$ cat src/rtl/pipe_stage_elastic.sv
// rtl/pipe_stage_elastic.sv - elastic two-entry skid pipeline stage with flush, stall and backpressure counter
module pipe_stage_elastic #(
  parameter int DATA_W        = 32,
  parameter bit ZERO_ON_FLUSH = 1'b1,
  parameter int CNT_W         = 16
) (
  input  logic              clk,
  input  logic              rst,
  input  logic              flush,
  input  logic              stall,
  input  logic              in_valid,
  output logic              in_ready,
  input  logic [DATA_W-1:0] in_data,
  output logic              out_valid,
  input  logic              out_ready,
  output logic [DATA_W-1:0] out_data,
  output logic [1:0]        occupancy,
  output logic [CNT_W-1:0]  bp_cycles
);

  typedef enum logic [1:0] {EMPTY = 2'd0, ONE = 2'd1, FULL = 2'd2} state_t;

  state_t            state_q, state_d;
  logic [DATA_W-1:0] main_q, main_d;
  logic [DATA_W-1:0] skid_q, skid_d;
  logic [CNT_W-1:0]  bp_q;
  logic              push, pop;

  // in_ready looks only at registered state, so out_ready never reaches it combinationally
  assign in_ready  = (state_q != FULL) & ~stall & ~flush;
  assign out_valid = (state_q != EMPTY) & ~stall;
  assign push      = in_valid & in_ready;
  assign pop       = out_valid & out_ready;
  assign out_data  = main_q;
  assign occupancy = state_q;
  assign bp_cycles = bp_q;

  always_comb begin
    state_d = state_q;
    main_d  = main_q;
    skid_d  = skid_q;
    if (flush) begin
      state_d = EMPTY;
      if (ZERO_ON_FLUSH) begin
        main_d = '0;
        skid_d = '0;
      end
    end else begin
      unique case (state_q)
        EMPTY: begin
          if (push) begin
            state_d = ONE;
            main_d  = in_data;
          end
        end
        ONE: begin
          if (push && pop) begin
            main_d = in_data;
          end else if (push) begin
            state_d = FULL;
            skid_d  = in_data;
          end else if (pop) begin
            state_d = EMPTY;
          end
        end
        FULL: begin
          if (pop) begin
            state_d = ONE;
            main_d  = skid_q;
          end
        end
        default: state_d = EMPTY;
      endcase
    end
  end

  always_ff @(posedge clk) begin
    if (rst) begin
      state_q <= EMPTY;
      main_q  <= '0;
      skid_q  <= '0;
    end else begin
      state_q <= state_d;
      main_q  <= main_d;
      skid_q  <= skid_d;
    end
  end

  // Counter is independent of flush; it only sees the visible backpressure condition
  always_ff @(posedge clk) begin
    if (rst) begin
      bp_q <= '0;
    end else if (out_valid && !out_ready && !(&bp_q)) begin
      bp_q <= bp_q + CNT_W'(1);
    end
  end

endmodule

$ cat config.mk
export PLATFORM = sky130hd
export DESIGN_NAME = pipe_stage_elastic
export DESIGN_NICKNAME = d
export VERILOG_FILES = /design/src/rtl/pipe_stage_elastic.sv
export SDC_FILE = /design/constraint.sdc
export NUM_CORES = 1
export LEC_CHECK = 0
export BUFFER_PORTS_ARGS = -buffer_cell sky130_fd_sc_hd__buf_2
export CORE_MARGIN = 1.5
export CORE_UTILIZATION = 55
export DETAILED_ROUTE_END_ITERATION = 6
export PLACE_DENSITY = 0.84
export SLEW_MARGIN = 15
export SYNTH_ARGS = -nofsm -noshare
export SYNTH_HDL_FRONTEND = slang
export SYNTH_SLANG_ARGS = --single-unit
$ cat constraint.sdc
create_clock -name clk -period 4.3 [get_ports clk]
set_clock_uncertainty 0.1 [all_clocks]
set_input_delay 0 -clock clk [delete_from_list [all_inputs] [get_ports clk]]
set_output_delay 0 -clock clk [all_outputs]
set_load 0.02 [all_outputs]
==> results.md <==
* Outcome: finished clean
* Fin crit share at 0.5265
* DRT iter0 DRCs at about 120
* First-pass DRT Iterations at 4
* Max VDD drop at 0.1648 mV
* Worst setup path startpoint: occupancy[1]$_SDFFE_PP0P_
* Fill cells at 553
* Worst path slowest cell: a21o_2
* Register Area at 0.001642 mm²
* Post-route non-filler standard cell count at 684
* Sw power at around 0.36 mW
* Initial antenna violation count at 0
* Power per cell area at 308.1 mW/mm²
* Critical hold path startpoint: flush
* Layout cells sized above 1 at 0.2718
* Final ANT Viol Nets at 0
* Top FF cell, synth: dfxtp_1
* Wirelength, routed at between 9000 and 10000 µm
* Pre-CTS setup slack at roughly 1800 ps
* Seq/Total Area, Yosys at 0.4009
* Ant. Diodes at 0
* Worst Hold Class: in2reg
* GRT Util Overall at 0.2372
* Final setup fails at 0
* Flop pwr share at 0.486
* Slew headroom at 0.3072
* Switching share of power at 0.2304
* Vert. Die Dim at ~89 µm
* Clk slew on worst S/H paths at 90 ps
* Vias per Instance at ~5.1
* Gr ovfl total at 0
* Post-Place Cells at 632
* Final hold violations at 0
* Worst Setup End Kind: flip-flop
* Mean Syn Cell Area at approximately 8.7 µm²
* Syn Inst Count at roughly 470
* DP Wirelength at 5449 µm
* Core area at 0.007214 mm²
* Final min period at 2264 ps
* Cells on worst reg2reg path at 4
* Worst R2R End: out_data[27]$_SDFFE_PP0P_
* Die area at 0.007973 mm²
* Placer Congestion at 0.7738
* Root Buffer: clkbuf_8
* Clock share of power at 0.429
* Critical R2R Launch: occupancy[1]$_SDFFE_PP0P_
* Slew Limit Fails at 0
* Crit path cell chain: nor3b_4, o21bai_1, a21o_2, mux2_2
* Clock buffer depth at 2
* Post-synth EDFFs at 0
* Synth warnings at 0
* Global-route wire length before repair at between 10000 and 15000 µm
* DR DRC count at 0
* Clk sinks at 82
* Chip Width at 89.29 µm
* Worst EP required at 4450 ps
* Actual slew at the worst max-slew pin at 1039 ps
* Flop2flop setup slack at 2040 ps
* Number of I/O pins at 90
* Area after DPL at 0.004519 mm²
* Nets at 619
* Unique cell type count in the Yosys netlist at 45
* CP endpoint: out_data[27]$_SDFFE_PP0P_
* CP max FO at 32
* Initial Util at 0.5676
* Worst-Skew Late Latency at 350 ps
* Vias at 3484
* Max Cap Violations at 0
* Number of global-route vias before repair at 3306
* TNS Setup at 0 ps
* Multi-input logic area at 0.002171 mm²
* Internal power at 1.217 mW
* Gate power share at 0.084
* Synth async-reset ratio at 0
* Post-CTS Setup Inserts at 0
* Total CTS buffers at 9
* Largest net degree at the start of global routing at 99
* Number of port buffers at 89
* Syn-to-layout area delta at 25.33%
* FF+latch count, synth at 82
* Worst EP arrival at between 2000 and 2500 ps
* Startpoint types: flip-flop
* Unrepaired setup endpoints after global routing: no
* CTS H-Tree Depth at 3
* Leakage at about 2.1 nW
* Fin area at ~0.0051 mm²
* Avg WL per Cell at 13.22 µm
* Max Clk Rate at 441.7 MHz
* Synth Net Count at 512
* Rows at 31
* Delay of the slowest critical-path stage at 830 ps
* Mapped Area at 0.004095 mm²
* CTS tree: done
* Final worst slack at 2036 ps
* Setup CP Type: reg2reg
-- state kept, by name, indices dropped and copies added (netlist names) --
register,cells
bp_cycles,16
out_data,32
occupancy,2
skid_q,32
-- cell usage after synthesis, types with 5 or more instances --
cell      number  area share
dfxtp_1       82        0.40
nor2_1        74       0.068
nand2_1       72       0.066
a21oi_1       41       0.050
inv_1         35       0.032
mux2i_1       33       0.081
mux2_4        30        0.11
clkbuf_1      11       0.010
nor2b_1       10       0.015
buf_2          8      0.0098
mux2_2         8       0.022
nor4_1         6      0.0092
o31ai_1        6       0.011
nand3_1        5      0.0061
-- per-stage QoR --
| step | hold slack, ps | total power, mW | util |
|---|---|---|---|
| final | 20.79 | 1.581 | 0.7114 |
| after global routing | 103.6 | 1.633 | 0.7114 |
| after CTS | 9.053 | 1.584 | 0.7085 |
| after detailed placement | 160.9 | 0.8941 | 0.6264 |
| after global placement | 152.5 | 0.8918 | 0.6264 |
| after floorplan | -16.94 | 0.8578 | - |
-- cells in the final DEF, fill, tap and decap left out, drive strengths merged, types with 3 or more instances in the layout --
cell,n
dfxtp,82
inv,35
nor2b,10
or3,4
mux2i,33
o21ai,4
nand3,6
or4,4
a21oi,41
dlygate4sd3,35
nand4,4
bufinv,3
mux2,39
buf,91
nand2,72
clkbuf,9
o31ai,6
clkinv,4
nor2,76
nor4,8
-- cell families after synthesis --
kind of cell	synth area share
buffers and inverters	0.07210
DFF	0.4009
xor gates and xnor gates	0.002139
adders and majority gates	0.003055
muxes	0.2154
and+or+nand+nor	0.2270
AOI/OAI and AO/OA	0.07944
-- metal layers --
layer / vias to the layer above / wire (µm) / global-route usage / share of wire
met1: 1617 / 3899 / 0.2817 / 0.43
met5: - / 0 / 0 / 0
met3: 14 / 310 / 0.04063 / 0.034
met4: 0 / 153 / 0.1007 / 0.017
li1: 1780 / - / - / -
met2: 73 / 4682 / 0.4211 / 0.52
-- power groups by stage --
stage / combinational [mW] / clock (mW) / sequential, mW
4_1_cts: 0.133 / 0.682 / 0.769
3_3_place_gp: 0.105 / 0 / 0.786
2_1_floorplan: 0.0643 / 0 / 0.794
3_5_place_dp: 0.107 / 0 / 0.787
5_1_grt: 0.146 / 0.716 / 0.770
6_report: 0.134 / 0.679 / 0.769
-- layout make-up --
| cell class | instances | area share |
|---|---|---|
| repair buffers | 126 | 0.1604 |
| well taps | 99 | 0.02413 |
| multi-input cells | 326 | 0.4230 |
| inverters | 35 | 0.02560 |
| clock buffers | 9 | 0.02413 |
| clock inverters | 7 | 0.02292 |
| flip-flops and latches | 82 | 0.3198 |
-- critical path, delay by kind of cell (launching register included) --
kind             cells  cell delay [ps]
flip-flops           1              560
AO/OA/AOI/OAI        2              980
multiplexers         1              420
AND/OR/NAND/NOR      1              100
-- how the worst min path moves through the flow --
stage                                      to  cells past startpoint
floorplan                            in_ready                      1
global placement      skid_q[26]$_SDFFE_PP0P_                      3
detailed placement    skid_q[27]$_SDFFE_PP0P_                      3
CTS                 occupancy[0]$_SDFFE_PP0P_                      4
global route        occupancy[0]$_SDFFE_PP0P_                      4
finish              occupancy[0]$_SDFFE_PP0P_                      4
-- timing repair --
action	in CTS	in global routing
hold buffers	35	0
hold endpoints to repair	73	0
resized for setup	0	0
No activity file was read; power rests on OpenSTA's default activity.
